--- config.mk ---
export PLATFORM = sky130hd
export DESIGN_NAME = proc_io_peripheral
export DESIGN_NICKNAME = d
export VERILOG_FILES = /design/src/rtl/proc_io_pkg.sv /design/src/rtl/byte_fifo.sv /design/src/rtl/proc_io_peripheral.sv
export SDC_FILE = /design/constraint.sdc
export NUM_CORES = 1
export LEC_CHECK = 0
export CORE_MARGIN = 8
export CORE_UTILIZATION = 29
export CTS_BUF_LIST = sky130_fd_sc_hd__clkbuf_2 sky130_fd_sc_hd__clkbuf_4 sky130_fd_sc_hd__clkbuf_8
export DETAILED_ROUTE_END_ITERATION = 8
export PLACE_DENSITY_LB_ADDON = 0.08
export SLEW_MARGIN = 20
export SYNTH_ARGS = -nofsm -noshare
export SYNTH_HDL_FRONTEND = slang
export SYNTH_SLANG_ARGS = --single-unit
--- constraint.sdc ---
create_clock -name clk -period 2 [get_ports clk]
set_clock_uncertainty 0.2 [all_clocks]
set_input_delay 0.6 -clock clk [delete_from_list [all_inputs] [get_ports clk]]
set_output_delay 0.6 -clock clk [all_outputs]
set_load 0.005 [all_outputs]
--- src/rtl/proc_io_pkg.sv ---
// Shared encodings for the Processor byte I/O peripheral.
// Holds FSM state types and the default byte width.
package proc_io_pkg;

    localparam int DATA_W_DEFAULT = 8;

    typedef enum logic [1:0] {
        TX_IDLE = 2'd0,
        TX_REQ  = 2'd1,
        TX_REL  = 2'd2
    } tx_state_t;

    typedef enum logic {
        RX_IDLE = 1'b0,
        RX_ACK  = 1'b1
    } rx_state_t;

endpackage

--- src/rtl/byte_fifo.sv ---
// Small synchronous FIFO with AW+1 bit pointers.
// Head is read combinationally from registered storage.
module byte_fifo #(
    parameter int DATA_W = 8,
    parameter int DEPTH  = 4,
    parameter int AW     = 2
) (
    input  logic              clk,
    input  logic              reset,
    input  logic              push,
    input  logic [DATA_W-1:0] push_data,
    input  logic              pop,
    output logic [DATA_W-1:0] head,
    output logic              full,
    output logic              empty
);

    logic [AW:0]       wptr;
    logic [AW:0]       rptr;
    logic [DATA_W-1:0] mem [DEPTH];
    logic              do_push;
    logic              do_pop;

    assign empty = (wptr == rptr);
    assign full  = (wptr[AW] != rptr[AW]) &&
                   (wptr[AW-1:0] == rptr[AW-1:0]);

    // Pop sees the pre-push state; a pop frees room for a push when full.
    assign do_pop  = pop && !empty;
    assign do_push = push && (!full || do_pop);

    assign head = mem[rptr[AW-1:0]];

    always_ff @(posedge clk or negedge reset) begin
        if (!reset) begin
            wptr <= '0;
            rptr <= '0;
            for (int i = 0; i < DEPTH; i++) begin
                mem[i] <= '0;
            end
        end else begin
            if (do_push) begin
                mem[wptr[AW-1:0]] <= push_data;
                wptr              <= wptr + 1'b1;
            end
            if (do_pop) begin
                rptr <= rptr + 1'b1;
            end
        end
    end

endmodule

--- src/rtl/proc_io_peripheral.sv ---
// Device-side partner of the Processor byte ports: host streams
// in/out through FIFOs, Processor side via 4-phase handshakes.
module proc_io_peripheral
    import proc_io_pkg::*;
#(
    parameter int DATA_W = DATA_W_DEFAULT,
    parameter int DEPTH  = 4,
    parameter int AW     = 2
) (
    input  logic              clk,
    input  logic              reset,
    input  logic [DATA_W-1:0] hostTxData,
    input  logic              hostTxValid,
    output logic              hostTxReady,
    output logic [DATA_W-1:0] hostRxData,
    output logic              hostRxValid,
    input  logic              hostRxReady,
    output logic [DATA_W-1:0] procIn,
    output logic              procInDataReady,
    input  logic              procInACK,
    input  logic [DATA_W-1:0] procOut,
    input  logic              procOutDataReady,
    output logic              procOutACK
);

    logic [DATA_W-1:0] tx_head;
    logic              tx_full;
    logic              tx_empty;
    logic              tx_push;
    logic              tx_pop;
    logic [DATA_W-1:0] rx_head;
    logic              rx_full;
    logic              rx_empty;
    logic              rx_push;
    logic              rx_pop;
    logic              live;

    tx_state_t         tx_state;
    tx_state_t         tx_next;
    logic [DATA_W-1:0] in_q;
    logic [DATA_W-1:0] in_d;
    logic              rdy_q;
    logic              rdy_d;

    rx_state_t         rx_state;
    rx_state_t         rx_next;
    logic              ack_q;
    logic              ack_d;

    // Keeps hostTxReady low until the first clock after reset release.
    always_ff @(posedge clk or negedge reset) begin
        if (!reset) begin
            live <= 1'b0;
        end else begin
            live <= 1'b1;
        end
    end

    assign hostTxReady = live && !tx_full;
    assign tx_push     = hostTxValid && hostTxReady;
    assign hostRxValid = !rx_empty;
    assign hostRxData  = rx_head;
    assign rx_pop      = hostRxValid && hostRxReady;

    byte_fifo #(
        .DATA_W (DATA_W),
        .DEPTH  (DEPTH),
        .AW     (AW)
    ) u_tx_fifo (
        .clk       (clk),
        .reset     (reset),
        .push      (tx_push),
        .push_data (hostTxData),
        .pop       (tx_pop),
        .head      (tx_head),
        .full      (tx_full),
        .empty     (tx_empty)
    );

    byte_fifo #(
        .DATA_W (DATA_W),
        .DEPTH  (DEPTH),
        .AW     (AW)
    ) u_rx_fifo (
        .clk       (clk),
        .reset     (reset),
        .push      (rx_push),
        .push_data (procOut),
        .pop       (rx_pop),
        .head      (rx_head),
        .full      (rx_full),
        .empty     (rx_empty)
    );

    always_ff @(posedge clk or negedge reset) begin
        if (!reset) begin
            tx_state <= TX_IDLE;
            in_q     <= '0;
            rdy_q    <= 1'b0;
        end else begin
            tx_state <= tx_next;
            in_q     <= in_d;
            rdy_q    <= rdy_d;
        end
    end

    always_comb begin
        tx_next = tx_state;
        in_d    = in_q;
        rdy_d   = rdy_q;
        tx_pop  = 1'b0;
        unique case (tx_state)
            TX_IDLE: begin
                if (!tx_empty) begin
                    in_d    = tx_head;
                    rdy_d   = 1'b1;
                    tx_next = TX_REQ;
                end
            end
            TX_REQ: begin
                if (procInACK) begin
                    rdy_d   = 1'b0;
                    tx_pop  = 1'b1;
                    tx_next = TX_REL;
                end
            end
            TX_REL: begin
                if (!procInACK) begin
                    tx_next = TX_IDLE;
                end
            end
            default: begin
                rdy_d   = 1'b0;
                tx_next = TX_IDLE;
            end
        endcase
    end

    assign procIn          = in_q;
    assign procInDataReady = rdy_q;

    always_ff @(posedge clk or negedge reset) begin
        if (!reset) begin
            rx_state <= RX_IDLE;
            ack_q    <= 1'b0;
        end else begin
            rx_state <= rx_next;
            ack_q    <= ack_d;
        end
    end

    // procOut is captured only on the IDLE->ACK transition.
    always_comb begin
        rx_next = rx_state;
        ack_d   = ack_q;
        rx_push = 1'b0;
        unique case (rx_state)
            RX_IDLE: begin
                if (procOutDataReady && !rx_full) begin
                    rx_push = 1'b1;
                    ack_d   = 1'b1;
                    rx_next = RX_ACK;
                end
            end
            RX_ACK: begin
                if (!procOutDataReady) begin
                    ack_d   = 1'b0;
                    rx_next = RX_IDLE;
                end
            end
            default: begin
                ack_d   = 1'b0;
                rx_next = RX_IDLE;
            end
        endcase
    end

    assign procOutACK = ack_q;

endmodule

# [Word level (Yosys, flattened, before mapping)]
# Index checks and enable logic that the tools add are counted.
[totals] reg_bits=90 inputBits=22 output_inout_bits=20 word_cells=99
[op_classes] n_addsub=4 n_lt_le_gt_ge=6 eq_ne=13 mux=28 bitwise=7 reduce_logical=23
[op_table] op="$bwmux 32" count=2
[op_table] op="$mux 8" count=6
[op_table] op="$bmux 8 s2" count=2
[op_table] op="$demux 8 s2" count=2
[op_table] op="$add 3x1->3 const B" count=4
[op_table] op="$ge 3x3->1 const B" count=4
[op_table] op="$logic_and 1x1->1" count=12
[op_table] op="$not 2->3" count=4
[op_table] op="$ne 2x2->1 const B" count=5
[op_table] op="$mux 1" count=9
[op_table] op="$eq 3x3->1" count=2
[op_table] op="$lt 3x1->1 const B" count=2
[op_table] op="$mux 2" count=3
[op_table] op="$pmux 2 s3" count=1
[op_table] op="$reduce_and 3->1" count=2
[op_table] op="$eq 2x2->1" count=2
[op_table] op="$logic_not 1->1" count=4
[op_table] op="$pmux 1 s2" count=2
[op_table] op="$reduce_and 2->1" count=2
[op_table] op="$not 1->1" count=3
[op_table] op="$pmux 1 s3" count=1
[op_table] op="$eq 2x1->1 const B" count=1
[op_table] op="$eq 2x2->1 const B" count=1
[op_table] op="$logic_not 2->1" count=1
[op_table] op="other kinds (2)" count=4

# [Logic depth before layout (Yosys ltp)]
# Gate-level depths: netlist of the first run.
[depth] word_depth=7 ltp_mapped=5

# [By module]
# A second synthesis of the first run with hierarchy kept.
[unflattened] hier_cells=347 hier_area_um2=4443.0
[modules_own_cells] module="byte_fifo at u_rx_fifo" instances=1 cells_per_inst=153 area_per_inst_um2=1931.9 seq_area_each_um2=950.9
[modules_own_cells] module="byte_fifo at u_tx_fifo" instances=1 cells_per_inst=153 area_per_inst_um2=1929.4 seq_area_each_um2=950.9
[modules_own_cells] module="proc_io_peripheral" instances=1 cells_per_inst=41 area_per_inst_um2=581.8 seq_area_each_um2=350.3

# [Worst setup path before layout of the first run]
# No wires, ideal clock.
[synth_path] path_kind="input-to-reg" startpoint="input procOutDataReady" endpoint="register u_rx_fifo.mem[0] (netlist name)" t_arrival_ns=1.734 path_slack_ns=-0.058 cell_stages=4 cell_sequence="nand2b_1 -> buf_1 -> a311oi_4 -> mux2_2"
[synth_between] elab_chain_len=4
[synth_rtl] element="from (decl)" line="proc_io_peripheral.sv:22" text="input logic procOutDataReady,"
[synth_rtl] element="$logic_and 1x1->1" line="proc_io_peripheral.sv:159" text="if (procOutDataReady && !rx_full) begin"
[synth_rtl] element="$mux 1" line="proc_io_peripheral.sv:159"
[synth_rtl] element="$mux 1" line="proc_io_peripheral.sv:157" text="unique case (rx_state)"
[synth_rtl] element="$logic_and 1x1->1" line="byte_fifo.sv:30" text="assign do_push = push && (!full || do_pop);"
[synth_rtl] element="to (signal, indexed assignment)" line="byte_fifo.sv:43" text="mem[wptr[AW-1:0]] <= push_data;"
[synth_rtl] element="to (decl)" line="byte_fifo.sv:20" text="logic [DATA_W-1:0] mem [DEPTH];"
# No other way between the ends.
# A chain may end at the register's enable or synchronous reset.

# [Final worst setup path of the first run]
[layout_path] startpoint="register u_rx_fifo.rptr[0]" endpoint="output hostRxData[7]"
[layout_between] elab_chain_len=4
[layout_rtl] element="from (decl)" line="byte_fifo.sv:19" text="logic [AW:0] rptr;"
[layout_rtl] element="from (signal assigned)" line="byte_fifo.sv:47" text="rptr <= rptr + 1'b1;"
[layout_rtl] element="$not 2->3 (implied by the code)" line="byte_fifo.sv:32" text="assign head = mem[rptr[AW-1:0]];"
[layout_rtl] element="$bmux 8 s2" line="byte_fifo.sv:32"
[layout_rtl] element="$mux 8 (implied by the code) (2 in a row)" line="byte_fifo.sv:32"
[layout_rtl] element="to (decl)" line="proc_io_peripheral.sv:15" text="output logic [DATA_W-1:0] hostRxData,"
# No other way between the ends. The select of a mux whose other input is x is not followed.

==> metrics.txt, run 1 <==
outcome complete, but fails checks; failing checks setup timing; Worst Hold Path Cells 1; # IOs 42; Async S/R FF share, synth 100.0%; Final nets 394; Final WS setup -0.4371 ns; Final Hold Fails 0; ant diodes 0; post-detailed-route count of antenna-violating nets 0; critical path startpoint category register; post-route design area 5909 sq um; Worst Path Required 1.20 ns; H-tree depth 3; Die ar. 18,800 sq um; first-pass GRT wire length 15.88 mm; Hold Path End u_tx_fifo.mem[14]$_DFFE_PN0P_; wire per inst 17.68 microns; CP Class reg2out; Cell Rows 44; vias per cell 4.593; Placed Cells 521; total gr overflow 0; fmax 410.3 MHz; Post-synth EDFFs 0; clock root cell clkbuf_8; DRC 0; TritonCTS Sinks 90; CTS tree built; Power per Cell Area 1759 nW/um^2; post-synth top area share 52.94%; number of synthesized register bits 90; post-synthesis sequential area ratio 52.94%; Synth Flop Type dfrtp_1; R2R cell count 7; Total GRT Usage 11.23%; largest net degree at the start of global routing 33; buffer depth of the longest clock path 2; VDD IR max 576.6 uV; Post-synth top cells 90 x dfrtp_1, 75 x mux2_2, 16 x mux4_2; Routed WL 9.741 mm; Area after DPL 5271 sq um; die height 137.1 microns; Finish-stage setup viols 46; Synth area leaders dfrtp_1 53%, mux2_2 20%, mux4_2 8.5%, ha_1 2.9%, a311oi_4 2.5%; Hold Path Class reg2reg; Design Power 10.39 mW; Finished Core Util 40.97%; RSZ-0062 raised after global routing yes; die extent in x 137.1 microns; TritonRoute pass-1 iters 4; Port Buf Inserts 41; CTS Buf Count 9; CORE AREA 14,420 sq um; leading area contributor after synthesis dfrtp_1; Leakage 2.614 nW; Initial Util 29.49%; hold_sp u_tx_fifo.mem[14]$_DFFE_PN0P_; Worst R2R Setup Slack -0.28 ns; Syn Inst Count 260; synth unique cells 30; Pins Over Slew Limit 0; Finished Layout Cells 551; syn_area_per_cell 16.36 sq um; dpl ws -0.4444 ns; vias in the first global route 2,811; Final GP Congestion 0.7441; register area 2253 sq um; area of the multi-input gates 2161 sq um; layout cells sized above 1 53.13%; antenna violations before repair 0; worst-path fanout max 4; clk slew on worst S/H paths 0.09 ns; Yosys warnings 0; Initial DRC Count 80; reg2reg end u_rx_fifo.mem[1]$_DFFE_PN0P_; DP HPWL 6.455 mm; via count 2,531; insertion delay to the later sink of the worst-skew pair 0.37 ns; Area Overhead vs Synth 38.91%; post-layout min period 2.437 ns; crit share post-route 121.9%; Layout fillers 1,356; setup TNS -10.74 ns; syn_nets 292; CP Capture Type output pin; mapped cell area 4254 sq um; Max Cap Viol 0; count leader, synth dfrtp_1; CP arrival 1.64 ns; Worst R2R Start u_rx_fifo.rptr[0]$_DFFE_PN0P_; Hold Slack 0.3066 ns
-- report_power, final --
part / switching (mW) / internal, mW
combinational: 2.23 / 3.43
clock: 0.698 / 0.741
sequential: 0.555 / 2.74
total: 3.48 / 6.91
-- cell families (layout without fill, tap and decap cells) --
| kind of cell | after synthesis | after routing | synth area share, % |
|---|---|---|---|
| mux | 92 | 92 | 28.59 |
| flops | 90 | 90 | 52.94 |
| compound gates | 20 | 20 | 7.118 |
| xor+xnor | 19 | 19 | 4.971 |
| buf+inv | 18 | 125 | 2.000 |
| fa+ha+maj | 10 | 10 | 2.941 |
| simple gates | 10 | 10 | 1.353 |
| other cells | 1 | 1 | 0.08815 |
-- worst max-delay path, cell delays in order (launching register included) --
cell       delay, ns
dfrtp_2         0.45
clkbuf_16       0.17
mux4_2          0.50
buf_2           0.15
-- per-layer routing --
| layer | GRT usage [%] | vias to the layer above | part of all wire, % |
|---|---|---|---|
| li1 | - | 1168 | - |
| met1 | 14.48 | 1305 | 47 |
| met2 | 17.02 | 43 | 46 |
| met3 | 3.157 | 15 | 4.4 |
| met4 | 5.371 | 0 | 2.1 |
| met5 | 0 | - | 0 |
-- how the worst max path moves through the flow --
stage          slack [ns]                       endpoint                          start  cells after the start
4_1_cts             -0.49                  hostRxData[0]  u_rx_fifo.rptr[0]$_DFFE_PN0P_                      3
5_1_grt             -0.51                  hostRxData[7]  u_rx_fifo.rptr[0]$_DFFE_PN0P_                      3
3_3_place_gp        -0.46   u_rx_fifo.mem[2]$_DFFE_PN0P_               procOutDataReady                      6
2_1_floorplan       0.008          procIn[0]$_DFFE_PN0P_  u_tx_fifo.rptr[2]$_DFFE_PN0P_                      4
6_report            -0.44                  hostRxData[7]  u_rx_fifo.rptr[0]$_DFFE_PN0P_                      3
3_5_place_dp        -0.44  u_rx_fifo.mem[20]$_DFFE_PN0P_               procOutDataReady                      6
-- final cells by class --
class	count	share of cell area, %
Sequential cell	90	38.13
Multi-Input combinational cell	152	36.57
Timing Repair Buffer	98	16.90
Tap cell	184	3.896
Clock buffer	10	2.329
Clock inverter	6	1.482
Inverter	11	0.6987
-- what timing repair did --
| item | CTS | global route |
|---|---|---|
| cloned | 1 | 0 |
| hold endpoints to repair | 18 | 0 |
| hold buffers | 1 | 0 |
| pin swaps | 14 | 12 |
| setup buffers | 12 | 4 |
| resized for setup | 104 | 26 |
| endpoints found under the setup margin | 93 | 86 |
-- cells in the final DEF (no fill, tap or decap), drive strengths merged --
master,n
and2,2
nand4b,1
a31oi,2
conb,1
a41oi,2
a311o,1
xnor2,10
o31ai,1
a311oi,5
clkbuf,11
clkdlybuf4s50,20
dlygate4sd3,1
ha,10
bufinv,2
dfrtp,90
buf,66
o311ai,5
dlygate4sd2,10
nor2,1
or3,1
o31a,2
nand2b,3
mux2,76
o21ai,2
mux4,16
inv,12
xor2,9
clkinv,3
nand2,2
-- state kept, by name (all words and copies together) (netlist names) --
name             flops
tx_state             2
u_tx_fifo.mem       32
u_rx_fifo.mem       32
u_tx_fifo.rptr       3
procIn               8
live                 1
procInDataReady      1
u_tx_fifo.wptr       3
u_rx_fifo.wptr       3
procOutACK           1
u_rx_fifo.rptr       3
rx_state             1
(Power assumes the default switching activity.)
==> run 2, diff against run 1 <==
- SKIP_LAST_GASP: unset -> 1
==> run 2 against run 1 <==
Against the previous run:
- the flow still finishes with violations (setup timing)
- setup slack about the same
- critical path depth unchanged
- total power down 0.12%
- die area unchanged
- non-clock buffer count unchanged
- combinational power about the same
- sequential share of layout area about the same
- largest power group unchanged
==> metrics.txt, run 2 (synthesized netlist as in run 1, its figures left out) <==
outcome complete, but fails checks; failing checks setup timing; Cell Rows 44; post-detailed-route count of antenna-violating nets 0; most common cell after layout, fill and taps aside dfrtp_1; CP Capture Type output pin; Power per Cell Area 1759 nW/um^2; Total GRT Usage 11.18%; Die ar. 18,800 sq um; Max Cap Viol 0; DRC 0; VDD IR max 576.6 uV; crit share post-route 121.9%; Finished Core Util 40.92%; CORE AREA 14,420 sq um; wire per inst 17.67 microns; die extent in x 137.1 microns; largest net degree at the start of global routing 33; CP delay by family, top multiplexers; Worst Path Required 1.20 ns; vias in the first global route 2,805; Area Overhead vs Synth 38.74%; CTS Buf Count 9; Hold Path Class reg2reg; fmax 410.3 MHz; buffer depth of the longest clock path 2; total gr overflow 0; critical path startpoint category register; Final WS setup -0.4372 ns; Design Power 10.38 mW; Pins Over Slew Limit 0; Final nets 394; Port Buf Inserts 41; # IOs 42; first-pass GRT wire length 15.81 mm; TritonCTS Sinks 90; critical-path cell list clkbuf_16, mux4_2, buf_2; worst-path fanout max 4; vias per cell 4.599; Final GP Congestion 0.7441; CTS tree built; via count 2,534; post-layout min period 2.437 ns; CP arrival 1.64 ns; clk slew on worst S/H paths 0.09 ns; WP buf/inv 2; TritonRoute pass-1 iters 4; ant diodes 0; H-tree depth 3; insertion delay to the later sink of the worst-skew pair 0.37 ns; RSZ-0062 raised after global routing yes; most frequent cells in the layout 89 x dfrtp_1, 47 x mux2_4, 30 x buf_4; clock root cell clkbuf_8; CP peak stage delay 0.50 ns; Routed WL 9.738 mm; Finish-stage setup viols 46; setup TNS -10.75 ns; Hold Slack 0.3066 ns; Initial DRC Count 83; DP HPWL 6.455 mm; antenna violations before repair 0; CP Class reg2out; Initial Util 29.49%; Leakage 2.612 nW; layout cells sized above 1 52.86%; die height 137.1 microns; Slowest-stage cell, CP mux4_2; Final Hold Fails 0
## run 2: cell counts in the layout (fill, tap and decap cells not counted)
Identical to the previous run, type by type.
## run 2: final cells by class
class	instances	area, sq um
Fill cell	1357	8522
Multi-Input combinational cell	152	2153
Clock buffer	10	137.6
Inverter	11	41.29
Timing Repair Buffer	98	998.5
Sequential cell	90	2253
Tap cell	184	230.2
Clock inverter	6	87.58
## run 2: layer usage
metal / vias to the layer above / wire length [microns] / GRT usage [%] / share of wire [%]
met1: 1307 / 4618 / 14.37 / 47
met2: 43 / 4484 / 16.97 / 46
met5: - / 0 / 0 / 0
met3: 15 / 426 / 3.157 / 4.4
met4: 0 / 209 / 5.371 / 2.1
li1: 1169 / - / - / -
## run 2: final timing paths
check / startpoint / end / slack (ns) / depth (start not counted)
max in group asynchronous: reset / u_tx_fifo.mem[30]$_DFFE_PN0P_ / 0.64 / 3
max reg2reg: u_rx_fifo.rptr[0]$_DFFE_PN0P_ / u_rx_fifo.mem[1]$_DFFE_PN0P_ / -0.28 / 7
min reg2reg: u_tx_fifo.mem[14]$_DFFE_PN0P_ / u_tx_fifo.mem[14]$_DFFE_PN0P_ / 0.31 / 1
max: u_rx_fifo.rptr[0]$_DFFE_PN0P_ / hostRxData[7] / -0.44 / 3
min in group asynchronous: reset / u_rx_fifo.mem[5]$_DFFE_PN0P_ / 0.48 / 2
min: u_tx_fifo.mem[14]$_DFFE_PN0P_ / u_tx_fifo.mem[14]$_DFFE_PN0P_ / 0.31 / 1
## run 2: timing repair
item	in CTS	in global routing
gates resized for setup	94	35
endpoints found under the hold margin	18	0
setup endpoints to repair	93	86
buffers inserted	12	4
hold buffers	1	0
gates cloned	1	0
pin swaps	13	13
## run 2: per-stage QoR
| step | instances | area (sq um) | worst slack, ns |
|---|---|---|---|
| after floorplan | 260 | 4259 | 0.007659 |
| after global placement | 521 | 5271 | -0.4609 |
| after detailed placement | 521 | 5271 | -0.4444 |
| after CTS | 550 | 5757 | -0.4855 |
| after global routing | 551 | 5902 | -0.5079 |
| final | 551 | 5902 | -0.4372 |
## run 2: power breakdown
part	switching (mW)	total [mW]	internal, mW
sequential	0.551	3.29	2.74
clock	0.698	1.44	0.741
combinational	2.23	5.65	3.42
total	3.48	10.4	6.90
==> run 3, diff against run 2 <==
==> constraint.sdc (replaced) <==
create_clock -name clk -period 2 [get_ports clk]
set_clock_uncertainty 0.2 [all_clocks]
set_input_delay 0.6 -clock clk [delete_from_list [all_inputs] [get_ports clk]]
set_output_delay 0.6 -clock clk [all_outputs]
set_load 0.05 [all_outputs]
==> run 3 against run 2 <==
Against the previous run:
- the flow still finishes with violations (setup timing)
- critical path depth rose by 1
- clock-buffer cell count fell by 1
- routed wire length fell by 5.8%
- core utilization fell by 0.36 points
- non-clock buffer count fell by 1
- combinational power rose by 20%
- hold slack improved by 0.0037 ns
- final cell count fell by 0.18%
- register-to-register slack got worse by 0.02 ns
- total power rose by 10%
- sequential power rose by 4%
- sequential cell count did not move
- largest cell class unchanged
==> metrics.txt, run 3 (synthesized netlist as in run 1, its figures left out) <==
Hold Slack 0.3104 ns; Initial Util 29.49%; Worst R2R Start u_tx_fifo.rptr[2]$_DFFE_PN0P_; max_slew headroom 61.40%; Worst Hold Path Cells 1; die height 137.1 microns; TritonCTS Sinks 90; total gr overflow 0; Leakage 2.462 nW; clk slew on worst S/H paths 0.09 ns; first-pass GRT wire length 15.56 mm; post-detailed-route count of antenna-violating nets 0; worst slew pin tran 0.5761 ns; post-layout min period 2.436 ns; antenna violations before repair 0; vias per cell 4.555; CTS Buf Count 9; Total GRT Usage 10.93%; most common cell after layout, fill and taps aside dfrtp_1; Final Hold Fails 0; CTS tree built; buffer depth of the longest clock path 2; Hold Path Class reg2reg; post-route design area 5849 sq um; Finished Layout Cells 550; CP arrival 1.64 ns; Max Cap Viol 0; CP Class reg2out; vias in the first global route 2,782; Area Overhead vs Synth 37.50%; CORE AREA 14,420 sq um; reg2reg end procIn[1]$_DFFE_PN0P_; Final nets 393; # IOs 42; largest net degree at the start of global routing 33; Worst Path Required 1.20 ns; R2R cell count 9; Initial DRC Count 91; worst-path fanout max 10; Finished Core Util 40.55%; Port Buf Inserts 41; wire per inst 16.67 microns; insertion delay to the later sink of the worst-skew pair 0.37 ns; Area after DPL 5400 sq um; failing checks setup timing; clock root cell clkbuf_8; VDD IR max 684.9 uV; outcome complete, but fails checks; die extent in x 137.1 microns; TritonRoute pass-1 iters 4; Worst R2R Setup Slack -0.30 ns; most frequent cells in the layout 84 x dfrtp_1, 75 x mux2_2, 35 x buf_4; H-tree depth 3; Slowest-stage cell, CP dfrtp_1; RSZ-0062 raised after global routing yes; Hold Path End u_tx_fifo.mem[5]$_DFFE_PN0P_; crit share post-route 121.8%; hold_sp u_tx_fifo.mem[5]$_DFFE_PN0P_; Cell Rows 44; ant diodes 0; Final GP Congestion 0.6995; Die ar. 18,800 sq um; Finish-stage setup viols 57; fmax 410.6 MHz; Power per Cell Area 1959 nW/um^2; Final WS setup -0.4356 ns; CP Capture Type output pin; via count 2,505; Placed Cells 518; DP HPWL 6.457 mm; layout cells sized above 1 56.56%; Routed WL 9.171 mm; CP peak stage delay 0.41 ns; Pins Over Slew Limit 0; Design Power 11.46 mW; critical-path cell list buf_12, xor2_1, or3_4, buf_6; DRC 0; critical path startpoint category register
## run 3: changes by cell type in the layout (fill, tap and decap cells not counted), moves of 3 or more
| cell | previous run | this run |
|---|---|---|
| mux2_4 | 47 | 0 |
| dlygate4sd2_1 | 10 | 0 |
| xor2_2 | 3 | 0 |
| buf_2 | 8 | 0 |
| mux2_2 | 29 | 75 |
| dfrtp_1 | 89 | 84 |
| dfrtp_2 | 1 | 6 |
| buf_12 | 10 | 23 |
| buf_4 | 30 | 35 |
| xor2_4 | 0 | 3 |
## run 3: worst max-delay path: cells and delay by family (launching register included)
| family | cells | cell delay (ns) |
|---|---|---|
| flip-flops | 1 | 0.41 |
| AND/OR/NAND/NOR | 1 | 0.38 |
| buffers and inverters | 2 | 0.32 |
| XOR/XNOR | 1 | 0.16 |
## run 3: timing repair
action	in CTS	in global routing
pin swaps	5	4
hold buffers	1	0
setup endpoints to repair	79	79
resized for setup	15	12
endpoints found under the hold margin	20	0
setup buffers	7	8
## run 3: stage by stage
| stage | TNS [ns] | setup slack (ns) |
|---|---|---|
| final | -11.76 | -0.4356 |
| after global routing | -17.99 | -0.5360 |
| after CTS | -10.99 | -0.4772 |
| after detailed placement | -24.75 | -0.4859 |
| after global placement | -23.68 | -0.4650 |
| after floorplan | -0.3749 | -0.04652 |
## run 3: power by group
group	switching, mW	internal, mW	leakage [nW]
clock	0.685	0.575	0.0954
combinational	3.11	3.65	1.29
sequential	0.676	2.75	1.07
## run 3: final cells by class
cell class              count  area (sq um)
inverters                  11         41.29
multi-input cells         152          1989
well taps                 184         230.2
flip-flops and latches     90          2260
clock inverters             7         68.82
repair buffers             97          1136
fillers                  1328          8574
clock buffers               9         123.9
## run 3: layer usage
layer / share of wire (%) / wire (microns) / vias up / global-route usage (%)
li1: - / - / 1160 / -
met1: 45 / 4109 / 1289 / 13.54
met2: 49 / 4462 / 45 / 17.54
met3: 5.0 / 458 / 11 / 3.414
met4: 1.5 / 140 / 0 / 3.983
met5: 0 / 0 / - / 0
## run 3: worst max-delay path by stage
stage	startpoint	to	cells past startpoint
final	u_rx_fifo.rptr[0]$_DFFE_PN0P_	hostRxValid	4
after global routing	u_rx_fifo.rptr[0]$_DFFE_PN0P_	hostRxValid	4
after detailed placement	procOutDataReady	u_rx_fifo.mem[9]$_DFFE_PN0P_	6
after CTS	u_rx_fifo.rptr[0]$_DFFE_PN0P_	hostRxData[7]	3
after floorplan	u_rx_fifo.rptr[0]$_DFFE_PN0P_	hostRxData[0]	2
after global placement	procOutDataReady	u_rx_fifo.mem[9]$_DFFE_PN0P_	6
